==> config.mk <==
export PLATFORM = sky130hd
export DESIGN_NAME = uart_tx
export DESIGN_NICKNAME = d
export VERILOG_FILES = /design/src/rtl/uart_tx.sv
export SDC_FILE = /design/constraint.sdc
export NUM_CORES = 1
export LEC_CHECK = 0
export ABC_CLOCK_PERIOD_IN_PS = 2400
export BUFFER_PORTS_ARGS = -buffer_cell sky130_fd_sc_hd__buf_2
export CORE_MARGIN = 5
export CORE_UTILIZATION = 50
export DETAILED_ROUTE_END_ITERATION = 7
export GPL_ROUTABILITY_DRIVEN = 0
export PLACE_DENSITY = 0.69
export SETUP_SLACK_MARGIN = 0.2
export SYNTH_ARGS = -nofsm -noshare
export SYNTH_HDL_FRONTEND = slang
export SYNTH_SLANG_ARGS = --single-unit
==> constraint.sdc <==
create_clock -name clk -period 2.4 [get_ports clk]
set_clock_uncertainty 0.05 [all_clocks]
set_input_delay 0.48 -clock clk [delete_from_list [all_inputs] [get_ports clk]]
set_output_delay 0.48 -clock clk [all_outputs]
set_load 0.005 [all_outputs]
==> src/rtl/uart_tx.sv <==
// UART frame serialiser: start bit, DBIT data bits LSB first, optional parity, stop bit(s).
// Paced by a 16x-baud s_tick; the line output is registered and idles high.
module uart_tx #(
    parameter int DBIT       = 8,
    parameter int SB_TICK    = 16,
    parameter int PARITY_EN  = 0,
    parameter int PARITY_ODD = 0
) (
    input  logic            clk,
    input  logic            reset,
    input  logic            s_tick,
    input  logic            tx_start,
    input  logic [DBIT-1:0] din,
    output logic            tx,
    output logic            tx_busy,
    output logic            tx_done_tick
);

    localparam int NW = (DBIT > 1) ? $clog2(DBIT) : 1;

    localparam logic [2:0] IDLE   = 3'd0;
    localparam logic [2:0] START  = 3'd1;
    localparam logic [2:0] DATA   = 3'd2;
    localparam logic [2:0] PARITY = 3'd3;
    localparam logic [2:0] STOP   = 3'd4;

    localparam logic [5:0]    S_LAST    = 6'd15;
    localparam logic [5:0]    STOP_LAST = 6'(SB_TICK - 1);
    localparam logic [NW-1:0] N_LAST    = NW'(DBIT - 1);

    // Parity comes from the word captured at accept, never from the shifting copy.
    function automatic logic parity_bit(input logic [DBIT-1:0] w);
        return (^w) ^ (PARITY_ODD != 0);
    endfunction

    logic [2:0]      state_q, state_d;
    logic [5:0]      s_q, s_d;
    logic [NW-1:0]   n_q, n_d;
    logic [DBIT-1:0] b_q, b_d;
    logic [DBIT-1:0] dl_q, dl_d;
    logic            tx_q, tx_d;
    logic            done;

    always_comb begin
        state_d = state_q;
        s_d     = s_q;
        n_d     = n_q;
        b_d     = b_q;
        dl_d    = dl_q;
        done    = 1'b0;
        case (state_q)
            IDLE: begin
                // A tick coinciding with accept is deliberately not counted.
                if (tx_start) begin
                    b_d     = din;
                    dl_d    = din;
                    s_d     = 6'd0;
                    state_d = START;
                end
            end
            START: begin
                if (s_tick) begin
                    if (s_q == S_LAST) begin
                        s_d     = 6'd0;
                        n_d     = '0;
                        state_d = DATA;
                    end else begin
                        s_d = s_q + 6'd1;
                    end
                end
            end
            DATA: begin
                if (s_tick) begin
                    if (s_q == S_LAST) begin
                        s_d = 6'd0;
                        b_d = b_q >> 1;
                        if (n_q == N_LAST) begin
                            state_d = (PARITY_EN != 0) ? PARITY : STOP;
                        end else begin
                            n_d = n_q + NW'(1);
                        end
                    end else begin
                        s_d = s_q + 6'd1;
                    end
                end
            end
            PARITY: begin
                if (s_tick) begin
                    if (s_q == S_LAST) begin
                        s_d     = 6'd0;
                        state_d = STOP;
                    end else begin
                        s_d = s_q + 6'd1;
                    end
                end
            end
            STOP: begin
                if (s_tick) begin
                    if (s_q == STOP_LAST) begin
                        s_d     = 6'd0;
                        state_d = IDLE;
                        done    = 1'b1;
                    end else begin
                        s_d = s_q + 6'd1;
                    end
                end
            end
            default: begin
                state_d = IDLE;
                s_d     = 6'd0;
                n_d     = '0;
            end
        endcase
    end

    // Line value follows the next state so tx moves on the same edge as the FSM.
    always_comb begin
        case (state_d)
            START:   tx_d = 1'b0;
            DATA:    tx_d = b_d[0];
            PARITY:  tx_d = parity_bit(dl_q);
            default: tx_d = 1'b1;
        endcase
    end

    always_ff @(posedge clk or posedge reset) begin
        if (reset) begin
            state_q <= IDLE;
            s_q     <= 6'd0;
            n_q     <= '0;
            b_q     <= '0;
            dl_q    <= '0;
            tx_q    <= 1'b1;
        end else begin
            state_q <= state_d;
            s_q     <= s_d;
            n_q     <= n_d;
            b_q     <= b_d;
            dl_q    <= dl_d;
            tx_q    <= tx_d;
        end
    end

    assign tx           = tx_q;
    assign tx_busy      = (state_q != IDLE);
    assign tx_done_tick = done;

endmodule

# == Word-level counts from Yosys, hierarchy flattened ==
# Cells that the tools add are included.
# totals
register_bits,29
input_bits,12
output_inout_bits,3
elab_cells,65
# op_classes
n_addsub,2
n_eq_ne,16
mux,29
n_bitwise,1
reduce_logical,10
# ops
op,n
2-to-1 mux 3 bit,15
2-to-1 mux 8 bit,3
2-to-1 mux 6 bit,3
case mux 8 bit (2 select lines),1
case mux 3 bit (5 select lines),1
"equality test 3 x 2 -> 1 bit, second input constant",4
"inequality test 2 bit, second input constant",6
case mux 6 bit (2 select lines),1
case mux 3 bit (3 select lines),1
parity 8 bit,1
"adder 6 x 1 -> 6 bit, second input constant",1
"equality test 3 x 1 -> 1 bit, second input constant",2
"equality test 3 bit, second input constant",2
"equality test 6 x 4 -> 1 bit, second input constant",1
AND reduction 6 bit,1
AND reduction 2 bit,2
AND reduction 4 bit,1
OR reduction 4 bit,1
"adder 3 x 1 -> 3 bit, second input constant",1
zero test 3 bit,1
2-to-1 mux 1 bit,3
case mux 1 bit (3 select lines),1
nonzero test 3 bit,1
OR reduction 3 bit,1
other kinds (3),3

# == Logic depth before layout (Yosys ltp) ==
# depth
depth_word,7
ltp_mapped,7
ltp_nobuf,7

# == Least setup slack after synthesis ==
# Ideal clock, no wire load.
# synth_timing
path_kind,register to register
from,register s_q[0]
to,register n_q[0]
setup_time_ps,128
arrival_ps,1580
t_required_ps,2222
slack_ps,643
path_stages_with_launch,7
path_buffers,0
period_less_slack_ps,1757
path_cell_list,dfrtp_1 -> ha_1 -> nand4b_2 -> nor2_1 -> a21oi_1 -> nor2_1 -> mux2_1
# synth_via
elab_chain_cells,3
elab_cells_between_ends,4
cone_classes,eq/ne: 3; reduce/logical: 1
# synth_rtl
item,line_no,rtl
"start, declared",37,"logic [5:0] s_q, s_d;"
"start signal, assigned",129,s_q <= 6'd0;
"start signal, assigned",136,s_q <= s_d;
equality test 6 x 4 -> 1 bit (*),"63, 74",
inequality test 2 bit (no line),-,
AND reduction 6 bit (no line) (*),-,
"end signal, assigned",137,n_q <= n_d;
"end, declared",38,"logic [NW-1:0] n_q, n_d;"
# Every way passes the cells marked *; elsewhere a longest branch is shown, timed or not.
# A chain may end at the register's enable or synchronous reset.

# == Worst setup path after layout ==
# layout_timing
from,register s_q[0]
to,output tx_done_tick
# layout_via
elab_chain_cells,4
# layout_rtl
item,line_no,rtl
equality test 6 x 4 -> 1 bit,99,if (s_q == STOP_LAST) begin
2-to-1 mux 1 bit,99,
2-to-1 mux 1 bit,98,if (s_tick) begin
2-to-1 mux 1 bit,51,case (state_q)
"end, declared",16,output logic tx_done_tick
# Every way passes these cells.

==> out/metrics.cfg <==
[job]
drv_cap=0

[timing]
worst_slack_ns=0.286
slew_viol_final=0
final_hold_viol_count=0
fin_tns_setup_ns=0
max_freq_mhz=473
tightest_slew_ns=0.379
slew_headroom_pct=74.7
finalSetupViolCount=0
period_needed_ns=2.11
rsz0062_at_grt=false
post-route-period-util_pct=88.1

[clock_network]
clk_path_buf_depth=2
cts_buffers=5
cts_tree=done
clk_latency_ns=0.32
clock_sinks=29
htreeDepth=2
clkTransAtPathRegs_ns=0.09
root_buffer=clkbuf_4

[critical_path]
end_kind=output pin
cp_max_fo=6
crit_start=s_q[0]$_DFFE_PP0P_
r2r_start=state_q[0]$_DFF_PP0_
critPathBufInv=1
timing.rr.end=b_q[1]$_DFFE_PP0P_
cp_slowest_cell=dfrtp_1
crit_type=register to output pin
startpoint_type=register
reg2reg_depth=5
crit_chain=ha_4, nand4b_4, or2_4, nor2_1, buf_2
critPathTopFamily=simple AND/OR/NAND/NOR gates
reg2reg_slack_ns=0.54
crit_required_ns=1.87
cpPeakStageDelay_ns=0.42
cp.arrival_ns=1.58

[detailed_routing]
detail-route-antenna-nets=0
drt-total-wl_mm=2.86
wl_per_cell_um=13.9
avgViaCountPerCell=5.50
via_count=1133
drc=0
first_pass_iters=4
first_iter_violations=72

[logic_synthesis]
synth_area_leader_cell=dfrtp_1
synth-edff-count=0
synth_cell_type_count=38
yosys-top-cells-area=dfrtp_1, nand2_1, xnor2_1
synth_cells=150
ys_seq_area_share_pct=49.7
syn_nets=165
yosysWarnings=0
synth_flop_cell=dfrtp_1
postSynth.asyncResetShare_pct=100
syn_avg_cell_area_um2=9.74
syn_area_um2=1460
ys_seq_elements=29
synth_top_area_share_pct=47.9

[layout]
n_fill_cell=244
antennaDiodeCount=0
final_common_cell=nand2_1
nets=189
fin_util_pct=61.6
final_cell_mix=nand2_1, dfrtp_1, buf_2
area_delta_synth_final_pct=17.2
drive_gt1_share_pct=22.9
regArea_um2=727
stdcell_area_um2=1710
multi_input_area_um2=698

[floorplanning]
placementRows=19
die_w_um=64.1
coreArea_um2=2780
die_h_um=64.1
fp.dieArea_um2=4100
start_util_pct=52.5
io_pins=15

[placement]
portBuffers=14
placedInstanceArea_um2=1570
pre_cts_ws_ns=0.461
dpl.hpwl_mm=1.94

[grt]
grt_max_degree=30
grt_pass1_wl_mm=4.71
grt_pass1_vias=1031
grtUsageTotal_pct=14.5
grt_overflow=0
antenna_found_initial=0

[power_and_ir_drop]
swShare_pct=33.0
powerDensity_nw_per_um2=1150
peakVddDrop_uv=847
internal_power_uw=1320
seq_power_share_pct=43.6
p_comb_share_pct=35.5
netSwitchingPower_uw=650
leakage_uw=0.000859
clkPwrFrac_pct=20.9

[min_path]
worstHoldPathType=primary input to async pin

[status]
outcome=finished, final reports clean

logic make-up (layout without fill, tap and decap cells):
| logic type | after synthesis | count (layout) | share of synthesized area (%) |
|---|---|---|---|
| muxes | 4 | 4 | 2.91 |
| xor gates and xnor gates | 9 | 9 | 5.39 |
| and+or+nand+nor | 65 | 65 | 21.7 |
| AOI/OAI and AO/OA | 25 | 25 | 13.6 |
| adders and majority gates | 3 | 3 | 2.57 |
| DFF | 29 | 29 | 49.7 |
| buffers and inverters | 15 | 40 | 4.11 |
routing by layer:
metal / vias to the layer above / GRT usage, % / routed length (um) / part of all wire [%]
li1: 568 / - / - / -
met1: 535 / 19.8 / 1340 / 47
met2: 24 / 21.1 / 1350 / 47
met3: 6 / 5.08 / 133 / 4.7
met4: 0 / 5.45 / 42 / 1.5
met5: - / 0 / 0 / 0
power groups by stage:
stage,combinational (uW),clock [uW],sequential (uW)
2_1_floorplan,573,0,809
3_3_place_gp,651,0,840
3_5_place_dp,663,0,853
4_1_cts,675,424,850
5_1_grt,787,445,892
6_report,699,412,858
repair_timing:
action                                  CTS  global route
resized for setup                         3             1
hold buffers                              0             0
setup buffers                             0             5
endpoints found under the setup margin    1             1
final cells by class:
class                      count  area share, %
timing repair buffer          21           7.16
inverter                      11           2.41
tap                           31           2.26
sequential                    29           42.4
multi-input combinational    106           40.8
clock buffer                   7           3.21
clock inverter                 1           1.75
Yosys cell counts, drive strengths merged, types with 2 or more instances:
master   n
nand2   36
dfrtp   28
inv     11
nor2    10
xnor2    7
a222oi   6
o21ai    6
nor3     5
o22ai    4
buf      3
ha       3
nand2b   3
a21oi    2
a22o     2
mux2     2
mux2i    2
nand3    2
or3b     2
xor2     2
metrics by stage:
stage | power [uW] | std cells | hold WS, ns
after floorplan | 1380 | 150 | 0.410
after global placement | 1490 | 193 | 0.427
after detailed placement | 1520 | 193 | 0.432
after CTS | 1950 | 201 | 0.161
after global routing | 2120 | 206 | 0.195
final | 1970 | 206 | 0.159
worst max-delay path by stage:
stage,to,slack [ns],depth (start not counted)
3_3_place_gp,tx_done_tick,0.52,5
5_1_grt,tx_done_tick,0.18,5
4_1_cts,tx_done_tick,0.21,5
2_1_floorplan,n_q[0]$_DFFE_PP0P_,0.64,6
3_5_place_dp,n_q[0]$_DFFE_PP0P_,0.46,6
6_report,tx_done_tick,0.29,5
state kept, by name, indices dropped and copies added, names as in the netlist:
signal,count
b_q,8
n_q,3
s_q,6
tx,1
dl_q,8
state_q,3
tightest hold or removal path, cell delays in order:
cell and delay, ns:
buf_2 0.10, inv_1 0.04, buf_4 0.33
Note: power is estimated with default switching activity, not from simulation.
